$ cat config.mk
export PLATFORM = sky130hd
export DESIGN_NAME = alien_hit_resolver
export DESIGN_NICKNAME = d
export VERILOG_FILES = /design/src/rtl/alien_pkg.sv /design/src/rtl/alien_grid_divider.sv /design/src/rtl/alien_hit_resolver.sv
export SDC_FILE = /design/constraint.sdc
export NUM_CORES = 1
export LEC_CHECK = 0
export ABC_CLOCK_PERIOD_IN_PS = 3400
export BUFFER_PORTS_ARGS = -buffer_cell sky130_fd_sc_hd__clkbuf_2
export CORE_MARGIN = 5
export CORE_UTILIZATION = 56
export CTS_CLUSTER_DIAMETER = 100
export DETAILED_ROUTE_END_ITERATION = 10
export PLACE_DENSITY = 0.81
export SLEW_MARGIN = 20
export SYNTH_ARGS = -nofsm -noshare
export SYNTH_HDL_FRONTEND = slang
export SYNTH_SLANG_ARGS = --single-unit
$ cat constraint.sdc
create_clock -name clk -period 3.4 [get_ports clk]
set_input_delay 0.17 -clock clk [delete_from_list [all_inputs] [get_ports clk]]
set_output_delay 0.17 -clock clk [all_outputs]
set_load 0.03 [all_outputs]
$ cat src/rtl/alien_pkg.sv
// ---------------------------------------------------------------------------
// alien_pkg
// Shared types and helpers for the alien hit resolver.
//   coord_t      : 16-bit unsigned screen coordinate
//   hit_state_e  : resolver state encoding
//   DEFAULT_ALIEN_WIDTH / DEFAULT_ALIEN_HEIGHT : sprite size defaults
//   grid_index() : flat alive-matrix bit index for (row, col)
// ---------------------------------------------------------------------------
package alien_pkg;

   typedef logic [15:0] coord_t;

   typedef enum logic [2:0] {
      ARMED      = 3'd0,
      DIV_X      = 3'd1,
      DIV_Y      = 3'd2,
      CHECK      = 3'd3,
      KILL       = 3'd4,
      WAIT_FRAME = 3'd5
   } hit_state_e;

   localparam int DEFAULT_ALIEN_WIDTH  = 32;
   localparam int DEFAULT_ALIEN_HEIGHT = 16;

   // Flat bit index into the packed alive matrix: row*num_columns + col.
   function automatic logic [15:0] grid_index(input logic [7:0] row,
                                              input logic [7:0] col,
                                              input logic [7:0] num_columns);
      return ({8'd0, row} * {8'd0, num_columns}) + {8'd0, col};
   endfunction

endpackage

$ cat src/rtl/alien_grid_divider.sv
// ---------------------------------------------------------------------------
// alien_grid_divider
// Repeated-subtraction divider mapping a pixel offset onto a grid cell.
// One subtraction per cycle; stops once the remainder drops below PITCH or
// the quotient reaches LIMIT (so the quotient never exceeds LIMIT).
// Ports:
//   clk, rst   : clock, synchronous active-high reset
//   start      : one-cycle pulse, loads dividend and clears the quotient
//   dividend   : offset to divide (sampled on start)
//   quotient   : number of whole pitches removed (held after done)
//   remainder  : offset left over (held after done)
//   done       : high for the single cycle in which the division finishes
// ---------------------------------------------------------------------------
module alien_grid_divider
   import alien_pkg::*;
#(
   parameter int LIMIT = 4,
   parameter int PITCH = 64
) (
   input  logic       clk,
   input  logic       rst,
   input  logic       start,
   input  coord_t     dividend,
   output logic [7:0] quotient,
   output coord_t     remainder,
   output logic       done
);

   localparam logic [7:0] LIMIT_Q = 8'(LIMIT);
   localparam coord_t     PITCH_C = coord_t'(PITCH);

   logic       run_r;
   logic [7:0] quot_r;
   coord_t     rem_r;
   logic       step_s;

   // Decide whether another subtraction is due this cycle.
   always_comb begin
      step_s = 1'b0;
      if (run_r && (rem_r >= PITCH_C) && (quot_r < LIMIT_Q)) begin
         step_s = 1'b1;
      end else begin
         step_s = 1'b0;
      end
   end

   // Done is combinational so the caller can chain the next stage with no
   // extra cycle of latency.
   assign done      = run_r && !step_s;
   assign quotient  = quot_r;
   assign remainder = rem_r;

   // Divider datapath: load on start, subtract while allowed, then idle.
   always_ff @(posedge clk) begin
      if (rst) begin
         run_r  <= 1'b0;
         quot_r <= 8'd0;
         rem_r  <= 16'd0;
      end else if (start) begin
         run_r  <= 1'b1;
         quot_r <= 8'd0;
         rem_r  <= dividend;
      end else if (step_s) begin
         rem_r  <= rem_r - PITCH_C;
         quot_r <= quot_r + 8'd1;
      end else begin
         run_r  <= 1'b0;
      end
   end

endmodule

$ cat src/rtl/alien_hit_resolver.sv
// ---------------------------------------------------------------------------
// alien_hit_resolver
// Detects the first bullet/alien pixel overlap of a frame, maps the scan
// position to a formation grid cell, checks the cell is a live alien and
// issues a valid/ready kill request. At most one kill per frame.
// Ports:
//   clk, rst                   : clock, synchronous active-high reset
//   scan_x, scan_y             : current VGA scan position
//   frame_start                : one-cycle pulse at the start of a frame
//   alien_pixel, bullet_pixel  : pixels at the scan position
//   formation_x, formation_y   : formation origin
//   alive_matrix               : packed alive bits, index row*NUM_COLUMNS+col
//   kill_valid/kill_ready      : kill request handshake
//   kill_row, kill_col         : grid cell to kill, stable while kill_valid
//   bullet_hit                 : one-cycle pulse on a confirmed hit
//   hit_count                  : saturating count of accepted kills
//   busy                       : resolver is mid-resolution or killing
// ---------------------------------------------------------------------------
module alien_hit_resolver
   import alien_pkg::*;
#(
   parameter int NUM_ROWS        = 2,
   parameter int NUM_COLUMNS     = 4,
   parameter int ALIEN_SPACING_X = 64,
   parameter int ALIEN_SPACING_Y = 32,
   parameter int ALIEN_WIDTH     = DEFAULT_ALIEN_WIDTH,
   parameter int ALIEN_HEIGHT    = DEFAULT_ALIEN_HEIGHT
) (
   input  logic                            clk,
   input  logic                            rst,
   input  logic [15:0]                     scan_x,
   input  logic [15:0]                     scan_y,
   input  logic                            frame_start,
   input  logic                            alien_pixel,
   input  logic                            bullet_pixel,
   input  logic [15:0]                     formation_x,
   input  logic [15:0]                     formation_y,
   input  logic [NUM_ROWS*NUM_COLUMNS-1:0] alive_matrix,
   output logic                            kill_valid,
   input  logic                            kill_ready,
   output logic [7:0]                      kill_row,
   output logic [7:0]                      kill_col,
   output logic                            bullet_hit,
   output logic [15:0]                     hit_count,
   output logic                            busy
);

   localparam int         CELLS = NUM_ROWS * NUM_COLUMNS;
   localparam int         IDX_W = (CELLS > 1) ? $clog2(CELLS) : 1;
   localparam logic [7:0] NR_Q  = 8'(NUM_ROWS);
   localparam logic [7:0] NC_Q  = 8'(NUM_COLUMNS);
   localparam coord_t     W_C   = coord_t'(ALIEN_WIDTH);
   localparam coord_t     H_C   = coord_t'(ALIEN_HEIGHT);

   hit_state_e state_r, state_s;
   logic       pending_r, pending_s;
   logic       miss_r;
   coord_t     dy_r;

   logic       overlap_s, miss_s, pend_any_s;
   coord_t     dx_s, dy_s;
   logic       start_x_s, start_y_s;
   logic       x_done_s, y_done_s;
   logic [7:0] col_s, row_s;
   coord_t     rem_x_s, rem_y_s;
   logic       hit_valid_s;
   logic [IDX_W-1:0] idx_s;

   logic        kill_valid_r, bullet_hit_r, busy_r;
   logic [7:0]  kill_row_r, kill_col_r;
   logic [15:0] hit_count_r;

   assign overlap_s  = alien_pixel && bullet_pixel;
   assign miss_s     = (scan_x < formation_x) || (scan_y < formation_y);
   // A miss feeds zero offsets so the subtraction can never wrap.
   assign dx_s       = miss_s ? 16'd0 : (scan_x - formation_x);
   assign dy_s       = miss_s ? 16'd0 : (scan_y - formation_y);
   assign start_x_s  = (state_r == ARMED) && overlap_s;
   assign start_y_s  = (state_r == DIV_X) && x_done_s;
   assign pend_any_s = pending_r || frame_start;

   alien_grid_divider #(.LIMIT(NUM_COLUMNS), .PITCH(ALIEN_SPACING_X)) u_div_x (
      .clk       (clk),
      .rst       (rst),
      .start     (start_x_s),
      .dividend  (dx_s),
      .quotient  (col_s),
      .remainder (rem_x_s),
      .done      (x_done_s)
   );

   alien_grid_divider #(.LIMIT(NUM_ROWS), .PITCH(ALIEN_SPACING_Y)) u_div_y (
      .clk       (clk),
      .rst       (rst),
      .start     (start_y_s),
      .dividend  (dy_r),
      .quotient  (row_s),
      .remainder (rem_y_s),
      .done      (y_done_s)
   );

   // Hit qualification; alive bit is only looked up for an in-range cell.
   always_comb begin
      hit_valid_s = 1'b0;
      idx_s       = '0;
      if (!miss_r && (col_s < NC_Q) && (row_s < NR_Q) &&
          (rem_x_s < W_C) && (rem_y_s < H_C)) begin
         idx_s       = IDX_W'(grid_index(row_s, col_s, NC_Q));
         hit_valid_s = alive_matrix[idx_s];
      end else begin
         hit_valid_s = 1'b0;
      end
   end

   // Next-state logic including the pending frame-boundary flag.
   always_comb begin
      state_s   = state_r;
      pending_s = pending_r;
      case (state_r)
         ARMED: begin
            if (overlap_s) begin
               state_s   = DIV_X;
               pending_s = frame_start;
            end else begin
               state_s   = ARMED;
               pending_s = 1'b0;
            end
         end
         DIV_X: begin
            pending_s = pend_any_s;
            if (x_done_s) begin
               state_s = DIV_Y;
            end else begin
               state_s = DIV_X;
            end
         end
         DIV_Y: begin
            pending_s = pend_any_s;
            if (y_done_s) begin
               state_s = CHECK;
            end else begin
               state_s = DIV_Y;
            end
         end
         CHECK: begin
            if (hit_valid_s) begin
               state_s   = KILL;
               pending_s = pend_any_s;
            end else if (pend_any_s) begin
               // A frame already ended during resolution: re-arm at once.
               state_s   = ARMED;
               pending_s = 1'b0;
            end else begin
               state_s   = WAIT_FRAME;
               pending_s = 1'b0;
            end
         end
         KILL: begin
            if (kill_valid_r && kill_ready) begin
               pending_s = 1'b0;
               if (pend_any_s) begin
                  state_s = ARMED;
               end else begin
                  state_s = WAIT_FRAME;
               end
            end else begin
               state_s   = KILL;
               pending_s = pend_any_s;
            end
         end
         WAIT_FRAME: begin
            pending_s = 1'b0;
            if (frame_start) begin
               state_s = ARMED;
            end else begin
               state_s = WAIT_FRAME;
            end
         end
         default: begin
            state_s   = ARMED;
            pending_s = 1'b0;
         end
      endcase
   end

   // State, pending flag and per-hit context registers.
   always_ff @(posedge clk) begin
      if (rst) begin
         state_r   <= ARMED;
         pending_r <= 1'b0;
         miss_r    <= 1'b0;
         dy_r      <= 16'd0;
      end else begin
         state_r   <= state_s;
         pending_r <= pending_s;
         if (start_x_s) begin
            miss_r <= miss_s;
            dy_r   <= dy_s;
         end
      end
   end

   // Registered outputs, derived from the state being entered.
   always_ff @(posedge clk) begin
      if (rst) begin
         kill_valid_r <= 1'b0;
         kill_row_r   <= 8'd0;
         kill_col_r   <= 8'd0;
         bullet_hit_r <= 1'b0;
         hit_count_r  <= 16'd0;
         busy_r       <= 1'b0;
      end else begin
         kill_valid_r <= (state_s == KILL);
         bullet_hit_r <= (state_r == CHECK) && hit_valid_s;
         busy_r       <= !((state_s == ARMED) || (state_s == WAIT_FRAME));
         if ((state_r == CHECK) && hit_valid_s) begin
            kill_row_r <= row_s;
            kill_col_r <= col_s;
         end
         if (kill_valid_r && kill_ready && (hit_count_r != 16'hFFFF)) begin
            hit_count_r <= hit_count_r + 16'd1;
         end
      end
   end

   assign kill_valid = kill_valid_r;
   assign kill_row   = kill_row_r;
   assign kill_col   = kill_col_r;
   assign bullet_hit = bullet_hit_r;
   assign hit_count  = hit_count_r;
   assign busy       = busy_r;

endmodule

==> flow_summary.yaml, run 1 <==
setup_path:
  cpLargestDelayFamily: "simple AND/OR/NAND/NOR gates"
  cp.buffers_inverters: 1
  rr_startpoint: "u_div_x.remainder[6]$_SDFFE_PP0N_"
  reg2reg_slack_ps: 760
  path_class: "reg -> reg"
  cp_slowest_stage_delay_ps: 810
  start_kind: "flip-flop"
  r2r_end: "busy$_SDFF_PP0_"
  crit_arrival_ps: 2880
  startpoint: "u_div_x.remainder[6]$_SDFFE_PP0N_"
  critPathMaxFanout: 18
  critPathSlowestCell: "or4b_1"
  worstPathRequired_ps: 3640
  reg2regPathDepth: 9
  crit_path_cell_trace: "inv_1 > ha_1 > nand2b_1 > nor3_4 > nand2_1 > or4b_1 > nor2b_4 > xnor2_1 > nor2_1"
  worst_setup_path_end_kind: "flip-flop"
sta:
  finalHoldViolCount: 0
  min_period_ps: 2640
  slew_headroom_pct: 39.9
  fmax_ghz: 0.379
  skew_ps: 11.1
  finalSetupViolCount: 0
  post-route-period-util_pct: 77.7
  worstMarginPinSlew_ps: 899
  tns_ps: 0
  slew_viol_final: 0
  rsz0062_at_grt: "false"
clock_tree:
  cts_buffers: 9
  cts_tree: "yes"
  clock_latency_ps: 370
  cts_root_buffer: "clkbuf_8"
  holdBufCountCts: 0
  clkSinkCount: 98
  clkTransAtPathRegs_ps: 90
  h-tree-depth: 3
  cts_buffer_depth: 2
  post_cts_resize_count: 0
  cts_setup_buffers: 0
synthesis:
  synth_edf_count: 0
  synthCells: 679
  ys.flop_type: "dfxtp_1"
  ys_types: 70
  syn_area_per_cell_um2: 8.50
  synth_seq_area_share_pct: 34.0
  synth.area.mux_share_pct: 1.99
  synth_top_area_cell: "dfxtp_1"
  synthSimpleGateAreaFrac_pct: 23.5
  synth_top_family_by_area: "simple AND/OR/NAND/NOR gates"
  syn-cell-area_um2: 5770
  synthAdderAreaFrac_pct: 8.93
  synth.top_cell.area_share_pct: 34.0
  synth-compound-area-share_pct: 18.8
  synth_nets: 797
  synth_xor_area_share_pct: 7.74
  async_reset_ff_share_pct: 0
  synth_commonest_cells: "dfxtp_1 (98), nor2_1 (91), inv_1 (45)"
  synth-seq-cells: 98
  synth_most_common_cell: "dfxtp_1"
  yosys_warnings: 0
  yosys-top-cells-area: "dfxtp_1 (34%), ha_1 (8.2%), nor2_1 (5.9%), xnor2_1 (4.6%), and3_1 (3.3%)"
global_route:
  grt_pass1_wl_um: 22200
  grt-ovfl-total: 0
  grt.total_usage_pct: 20.6
  grt_max_degree: 58
  antenna_found_initial: 0
  grt_pass1_vias: 4956
route:
  drt_iter0_drc: 470
  drc: 0
  routed_wirelength_um: 13000
  dr.pass1.iters: 5
  wl_per_cell_um: 14.1
  viasPerCell: 5.68
  num_vias: 5241
  ant_nets: 0
placement:
  port-buffer-count: 112
  place_congestion: 0.853
  dp.final_hpwl_um: 9990
floorplanning:
  die_y_um: 112
  rows: 37
  dieWidth_um: 112
  ios: 113
  coreArea_um2: 10200
  start_util_pct: 56.7
  die-area_um2: 12400
power_and_ir_drop:
  power_frac_comb_pct: 23.9
  switchingPower_uw: 806
  cellInternalPower_uw: 1800
  seq_power_share_pct: 46.1
  clkPwrFrac_pct: 30.0
  total_power_uw: 2600
  netSwitchingFraction_pct: 31.0
  irDropWorstVdd_mv: 0.218
  power.density_nw_per_um2: 393
  p_leak_uw: 0.00311
cells_and_area:
  n_antenna_cell: 0
  fin_nets: 900
  area_delta_synth_final_pct: 14.9
  drive_gt1_share_pct: 19.7
min_path:
  min_to: "hit_count[12]$_SDFFE_PP0P_"
  hold_depth: 4
  worstHoldStart: "kill_ready"
  hold_path_class: "in -> reg"
run_status:
  status: "complete, no violations"
job:
  max_cap_viol_count: 0
power by group through the flow:
| stage | Sequential (uW) | Clock, uW | Combinational (uW) |
|---|---|---|---|
| floorplan | 1220 | 0 | 460 |
| global placement | 1220 | 0 | 593 |
| detailed placement | 1230 | 0 | 613 |
| CTS | 1200 | 790 | 617 |
| global route | 1200 | 843 | 688 |
| finish | 1200 | 781 | 621 |
area by class of cell:
cell class	instances	area [um2]
timing repair buffer	118	606
fill	867	3560
multi-input combinational	510	3520
sequential	98	1960
clock buffer	9	124
inverter	45	169
clock inverter	7	82.6
tap	136	170
kinds of logic after synthesis:
logic type | after synthesis
AOI/OAI and AO/OA | 151
xor gates and xnor gates | 51
adders and majority gates | 40
buffers and inverters | 71
DFF | 98
muxes | 9
and+or+nand+nor | 259
sequential cells by signal, summed over array words and instances (netlist names):
| register | count |
|---|---|
| kill_col | 8 |
| u_div_y.remainder | 12 |
| u_div_x.quotient | 8 |
| bullet_hit | 1 |
| pending_r | 1 |
| u_div_x.run_r | 1 |
| u_div_y.quotient | 8 |
| state_r | 3 |
| miss_r | 1 |
| kill_valid | 1 |
| busy | 1 |
| kill_row | 8 |
| dy_r | 12 |
| u_div_y.run_r | 1 |
| hit_count | 16 |
| u_div_x.remainder | 16 |
how the worst max path moves through the flow:
stage,endpoint,slack [ps],cells after the start
finish,busy$_SDFF_PP0_,760,9
global route,busy$_SDFF_PP0_,580,7
CTS,busy$_SDFF_PP0_,760,9
detailed placement,u_div_x.remainder[12]$_SDFFE_PP0N_,590,13
global placement,u_div_x.remainder[11]$_SDFFE_PP0N_,720,13
floorplan,u_div_x.remainder[11]$_SDFFE_PP0N_,980,12
cell usage in the layout (no fill, tap or decap), types with 6 or more instances in the layout:
| cell | instances |
|---|---|
| dfxtp_1 | 98 |
| clkbuf_8 | 9 |
| o211ai_1 | 7 |
| nor2_1 | 91 |
| and3_1 | 30 |
| mux2i_1 | 7 |
| a21o_1 | 15 |
| o21ai_0 | 9 |
| buf_4 | 6 |
| nor3_1 | 19 |
| xor2_1 | 21 |
| nand2b_1 | 6 |
| nand2_1 | 30 |
| nor4_1 | 7 |
| xnor2_1 | 30 |
| ha_1 | 38 |
| clkbuf_2 | 112 |
| nand4_1 | 7 |
| a211oi_1 | 17 |
| inv_1 | 45 |
| a22oi_1 | 9 |
| a21oi_1 | 35 |
| a31oi_1 | 10 |
| a22o_1 | 10 |
| or2_2 | 6 |
| nand3_1 | 30 |
layer usage:
layer / wire length [um] / global-route usage, % / vias to the layer above
met1: 6050 / 26.8 / 2383
met3: 695 / 3.53 / 28
li1: - / - / 2639
met4: 283 / 8.84 / 0
met2: 6010 / 33.9 / 191
met5: 0 / 0 / -
tightest hold or removal path: stages:
cell and delay, ps:
clkbuf_2 90, nand4_1 80, mux2i_1 70, nor2_1 70
per-stage QoR:
stage	utilization [%]	setup slack, ps	instances	hold WS (ps)	area [um2]
2_1_floorplan	-	981	679	377	5770
3_3_place_gp	63.1	717	907	444	6420
3_5_place_dp	63.1	593	907	456	6420
4_1_cts	65.1	760	923	147	6630
5_1_grt	65.1	579	923	173	6630
6_report	65.1	758	923	155	6630
No activity file was read; power rests on OpenSTA's default activity.
==> run 2: changes to the inputs <==
--- a/config.mk
+++ b/config.mk
@@ -5,13 +5,13 @@
 export SDC_FILE = /design/constraint.sdc
 export NUM_CORES = 1
 export LEC_CHECK = 0
-export ABC_CLOCK_PERIOD_IN_PS = 3400
+export ABC_CLOCK_PERIOD_IN_PS = 2400
 export BUFFER_PORTS_ARGS = -buffer_cell sky130_fd_sc_hd__clkbuf_2
 export CORE_MARGIN = 5
-export CORE_UTILIZATION = 56
+export CORE_UTILIZATION = 50
 export CTS_CLUSTER_DIAMETER = 100
 export DETAILED_ROUTE_END_ITERATION = 10
-export PLACE_DENSITY = 0.81
+export PLACE_DENSITY = 0.76
 export SLEW_MARGIN = 20
 export SYNTH_ARGS = -nofsm -noshare
 export SYNTH_HDL_FRONTEND = slang
==> constraint.sdc (replaced) <==
create_clock -name clk -period 2.4 [get_ports clk]
set_input_delay 0.12 -clock clk [delete_from_list [all_inputs] [get_ports clk]]
set_output_delay 0.12 -clock clk [all_outputs]
set_load 0.03 [all_outputs]
==> run 2 against run 1 <==
Compared with the run above: via count grew 5.7%; register-to-register slack lost 610 ps; clock skew shrank 2.5 ps; worst hold slack gained 13 ps; combinational power grew 67%; final cell count grew 9.2%; sequential share of layout area shrank 2.9 points; first-iteration DRC count grew 1.7%; clock power grew 73%; non-clock buffer count grew 77; die area grew 11%; critical endpoint is now kill_col[1]$_SDFFE_PP0P_; highest routed layer unchanged.
==> flow_summary.yaml, run 2 (synthesis gave the netlist of run 1 again) <==
cells_and_area:
  area_delta_synth_final_pct: 27.5
  fin_nets: 978
  final_cell_area_um2: 7360
  nFillCells: 972
  final_common_cell: "clkbuf_2"
  drive_gt1_share_pct: 27.3
  multiInputGateArea_um2: 3560
  n_antenna_cell: 0
  layout_common_cells: "clkbuf_2 (112), dfxtp_1 (98), nor2_1 (91), buf_4 (81), inv_1 (45)"
  regArea_um2: 1960
setup_path:
  start_kind: "flip-flop"
  rr_startpoint: "u_div_x.remainder[7]$_SDFFE_PP0N_"
  crit_path_cell_trace: "inv_1 > ha_1 > nand2b_1 > nor3_4 > nand2_1 > or4b_1 > buf_4 > mux2i_1 > nor2_1"
  path_class: "reg -> reg"
  cp_slowest_stage_delay_ps: 560
  critPathSlowestCell: "or4b_1"
  r2r_end: "kill_col[1]$_SDFFE_PP0P_"
  crit_arrival_ps: 2460
  cp_num_cells: 9
  worst_setup_path_end_kind: "flip-flop"
  critPathMaxFanout: 17
  endpoint: "kill_col[1]$_SDFFE_PP0P_"
  cpLargestDelayFamily: "simple AND/OR/NAND/NOR gates"
  reg2reg_slack_ps: 150
  reg2regPathDepth: 9
  cp.buffers_inverters: 2
  startpoint: "u_div_x.remainder[7]$_SDFFE_PP0N_"
  worstPathRequired_ps: 2610
run_status:
  status: "complete, no violations"
min_path:
  hold_path_class: "in -> reg"
  worstHoldStart: "kill_ready"
clock_tree:
  h-tree-depth: 3
  clkTransAtPathRegs_ps: 70
  clock_latency_ps: 340
  holdBufCountCts: 0
  cts_buffers: 9
  clkSinkCount: 98
  cts_tree: "yes"
  cts_buffer_depth: 2
  cts_root_buffer: "clkbuf_16"
route:
  dr.pass1.iters: 5
  num_vias: 5542
  viasPerCell: 5.50
  drt_iter0_drc: 478
  ant_nets: 0
  routed_wirelength_um: 14100
  wl_per_cell_um: 14.0
  drc: 0
placement:
  place_congestion: 0.879
  dp.final_hpwl_um: 10900
  post-place-ws_ps: -499
  port-buffer-count: 112
  dpl_cell_area_um2: 7010
global_route:
  grt-ovfl-total: 0
  grt_pass1_wl_um: 24300
  antenna_found_initial: 0
  grt.total_usage_pct: 20.2
  grt_pass1_vias: 5505
  grt_max_degree: 36
floorplanning:
  rows: 39
  dieWidth_um: 117
  coreArea_um2: 11400
  die_y_um: 117
  ios: 113
  start_util_pct: 50.8
  die-area_um2: 13800
sta:
  post-route-period-util_pct: 93.9
  slew_headroom_pct: 56.6
  slew_viol_final: 0
  finalHoldViolCount: 0
  finalSetupViolCount: 0
  skew_ps: 8.62
  fmax_ghz: 0.444
  rsz0062_at_grt: "false"
  min_period_ps: 2250
  tns_ps: 0
  worstMarginPinSlew_ps: 650
  setup_ws_ps: 147
power_and_ir_drop:
  irDropWorstVdd_mv: 0.597
  p_leak_uw: 0.00355
  total_power_uw: 4090
  power.density_nw_per_um2: 555
job:
  max_cap_viol_count: 0
[run 2: cell count changes in the layout (fill, tap and decap cells not counted), sizes merged]
cell,change
buf,+77
bufinv,-1
clkbuf,+2
clkinv,+2
clkinvlp,-1
inv,-2
nor3,+1
[run 2: metal layers]
metal | track usage [%] | share of wire, % | vias to the layer above
met4 | 4.93 | 1.4 | 0
met5 | 0 | 0 | -
met1 | 26.2 | 46 | 2555
li1 | - | - | 2809
met3 | 4.52 | 5.0 | 21
met2 | 34.2 | 48 | 157
[run 2: worst min-delay path by stage]
stage | endpoint | slack (ps) | depth (start not counted)
floorplan | pending_r$_SDFF_PP0_ | 330 | 2
global placement | u_div_y.remainder[4]$_SDFFE_PP0P_ | 440 | 2
detailed placement | u_div_y.remainder[4]$_SDFFE_PP0P_ | 460 | 2
CTS | hit_count[12]$_SDFFE_PP0P_ | 140 | 4
global route | hit_count[12]$_SDFFE_PP0P_ | 150 | 4
finish | hit_count[12]$_SDFFE_PP0P_ | 170 | 4
[run 2: layout make-up]
class | count | area share, %
Multi-Input combinational cell | 511 | 48.4
Sequential cell | 98 | 26.7
Timing Repair Buffer | 195 | 16.4
Clock buffer | 11 | 3.30
Tap cell | 143 | 2.43
Inverter | 45 | 2.30
Clock inverter | 5 | 0.527
[run 2: per-stage QoR]
step	utilization, %	hold WS, ps	instances
finish	64.7	168	1008
global route	64.7	151	1008
CTS	64.2	140	1006
detailed placement	61.7	457	989
global placement	61.6	445	989
floorplan	-	327	679
[run 2: tightest hold or removal path, delay by kind of cell]
kind	cells	cell delay [ps]
buffers and inverters	1	90
muxes	1	90
and+or+nand+nor	2	170
[run 2: what timing repair did]
item	4_1_cts	5_1_grt
pin swaps	2	3
endpoints found under the setup margin	5	46
gates cloned	1	0
setup buffers	0	2
resized for setup	0	6
[run 2: report_power, final]
group / switching, uW / leakage [uW] / internal [uW]
sequential: 34.9 / 0.000791 / 1660
combinational: 537 / 0.00262 / 503
clock: 614 / 0.000141 / 739
total: 1190 / 0.00355 / 2900
==> run 3: changes to the inputs <==
--- a/config.mk
+++ b/config.mk
@@ -7,11 +7,13 @@
 export LEC_CHECK = 0
 export ABC_CLOCK_PERIOD_IN_PS = 2400
 export BUFFER_PORTS_ARGS = -buffer_cell sky130_fd_sc_hd__clkbuf_2
+export CAP_MARGIN = 20
 export CORE_MARGIN = 5
 export CORE_UTILIZATION = 50
 export CTS_CLUSTER_DIAMETER = 100
 export DETAILED_ROUTE_END_ITERATION = 10
 export PLACE_DENSITY = 0.76
+export RECOVER_POWER = 25
 export SLEW_MARGIN = 20
 export SYNTH_ARGS = -nofsm -noshare
 export SYNTH_HDL_FRONTEND = slang
==> run 3 against run 2 <==
Compared with the run above: critical path depth stayed put; highest routed layer unchanged; flip-flop and latch count stayed put; largest power group unchanged; worst setup slack hardly changed; critical endpoint unchanged; die area stayed put; largest cell class unchanged; clock skew is 1.3 ps higher; maximum frequency hardly changed; sequential share of layout area is 0.15 points higher.
==> flow_summary.yaml, run 3 (synthesis gave the netlist of run 1 again) <==
clock_tree:
  clkTransAtPathRegs_ps: 70
  cts_tree: "yes"
  cts_root_buffer: "clkbuf_16"
  h-tree-depth: 3
  clkSinkCount: 98
  cts_buffers: 9
  clock_latency_ps: 340
  cts_buffer_depth: 2
global_route:
  use_met2_pct: 34.2
  grt.total_usage_pct: 20.2
  grt_pass1_vias: 5505
  antenna_found_initial: 0
  grt_max_degree: 36
  grt_pass1_wl_um: 24300
  grt_use_met3_pct: 4.52
  gr-usage-met1_pct: 26.2
  grt-ovfl-total: 0
  busiest_layer: "met2"
placement:
  place_inst: 989
  place_congestion: 0.879
  port-buffer-count: 112
  post-place-ws_ps: -499
  dp.final_hpwl_um: 10900
route:
  wl_per_cell_um: 14.1
  num_vias: 5574
  drt_iter0_drc: 481
  drc: 0
  routed_wirelength_um: 14200
  viasPerCell: 5.53
  dr.pass1.iters: 7
  ant_nets: 0
setup_path:
  crit_arrival_ps: 2460
  critPathSlowestCell: "or4b_1"
  cp_slowest_stage_delay_ps: 560
  crit_path_cell_trace: "inv_1 > ha_1 > nand2b_1 > nor3_4 > nand2_1 > or4b_1 > buf_4 > mux2i_1 > nor2_1"
  worstPathRequired_ps: 2610
  start_kind: "flip-flop"
  worst_setup_path_end_kind: "flip-flop"
  critPathMaxFanout: 17
  path_class: "reg -> reg"
floorplanning:
  die_y_um: 117
  start_util_pct: 50.8
  ios: 113
  coreArea_um2: 11400
  die-area_um2: 13800
  rows: 39
  dieWidth_um: 117
sta:
  finalSetupViolCount: 0
  setup_ws_ps: 148
  tns_ps: 0
  finalHoldViolCount: 0
  rsz0062_at_grt: "false"
  skew_ps: 9.95
  slew_viol_final: 0
  post-route-period-util_pct: 93.9
  worstMarginPinSlew_ps: 658
  fmax_ghz: 0.444
  slew_headroom_pct: 56.1
  hold_ws_ps: 177
  min_period_ps: 2250
power_and_ir_drop:
  seq_power_share_pct: 41.5
  clkPwrFrac_pct: 33.0
  switchingPower_uw: 1180
  total_power_uw: 4090
  cellInternalPower_uw: 2900
  p_leak_uw: 0.00344
  irDropWorstVdd_mv: 0.595
  power.density_nw_per_um2: 558
  netSwitchingFraction_pct: 29.0
  power_frac_comb_pct: 25.4
cells_and_area:
  fin_nets: 978
  regArea_um2: 1960
  layout_common_cells: "dfxtp_1 (98), nor2_1 (91), buf_4 (81), clkbuf_2 (79), inv_1 (45)"
  area_delta_synth_final_pct: 26.8
  drive_gt1_share_pct: 23.5
  n_antenna_cell: 0
  nFillCells: 990
  multiInputGateArea_um2: 3560
  stdcell_count: 1008
  final_common_cell: "dfxtp_1"
job:
  max_cap_viol_count: 0
min_path:
  hold_path_class: "in -> reg"
run_status:
  status: "complete, no violations"
==> run 3: cell counts in the layout (fill, tap and decap cells not counted) <==
No cell type changed its count.
==> run 3: final timing paths <==
check                                         start                           endpoint  slack (ps)  depth (start not counted)
setup reg to reg  u_div_x.remainder[7]$_SDFFE_PP0N_           kill_col[1]$_SDFFE_PP0P_         150                          9
hold reg to reg                dy_r[4]$_SDFFE_PP0P_  u_div_y.remainder[4]$_SDFFE_PP0P_         470                          2
setup / recovery  u_div_x.remainder[7]$_SDFFE_PP0N_           kill_col[1]$_SDFFE_PP0P_         150                          9
hold / removal                           kill_ready         hit_count[12]$_SDFFE_PP0P_         180                          4
==> run 3: layout make-up <==
type | instances | share of cell area (%)
tap | 143 | 2.44
timing repair buffer | 195 | 16.0
inverter | 45 | 2.31
multi-input combinational | 511 | 48.6
clock inverter | 5 | 0.530
clock buffer | 11 | 3.32
sequential | 98 | 26.8
==> run 3: layer usage <==
layer	part of all wire (%)	wire, um
met5	0	0
met4	1.3	183
met3	5.2	746
met2	48	6820
met1	46	6480
==> run 3: metrics by stage <==
stage | area (um2) | util [%]
2_1_floorplan | 5770 | -
3_3_place_gp | 7010 | 61.6
3_5_place_dp | 7010 | 61.7
4_1_cts | 7300 | 64.2
5_1_grt | 7320 | 64.4
6_report | 7320 | 64.4
==> run 3: timing repair <==
action | in CTS | in global routing
hold buffers | 0 | 0
resized for setup | 0 | 6
endpoints found under the setup margin | 5 | 46
gates cloned | 1 | 0
setup buffers | 0 | 2
pin swaps | 2 | 3
==> run 3: power by group through the flow <==
stage | clock network, uW | logic [uW] | registers, uW
finish | 1350 | 1040 | 1700
global placement | 0 | 981 | 1730
detailed placement | 0 | 1010 | 1730
floorplan | 0 | 652 | 1730
global route | 1460 | 1150 | 1700
CTS | 1370 | 1020 | 1690
==> run 3: critical path: cells and delay by family (launching register included) <==
kind,cells,cell delay (ps)
fa+ha+maj,1,200
buf+inv,2,310
flops,1,340
mux,1,160
simple gates,5,1110
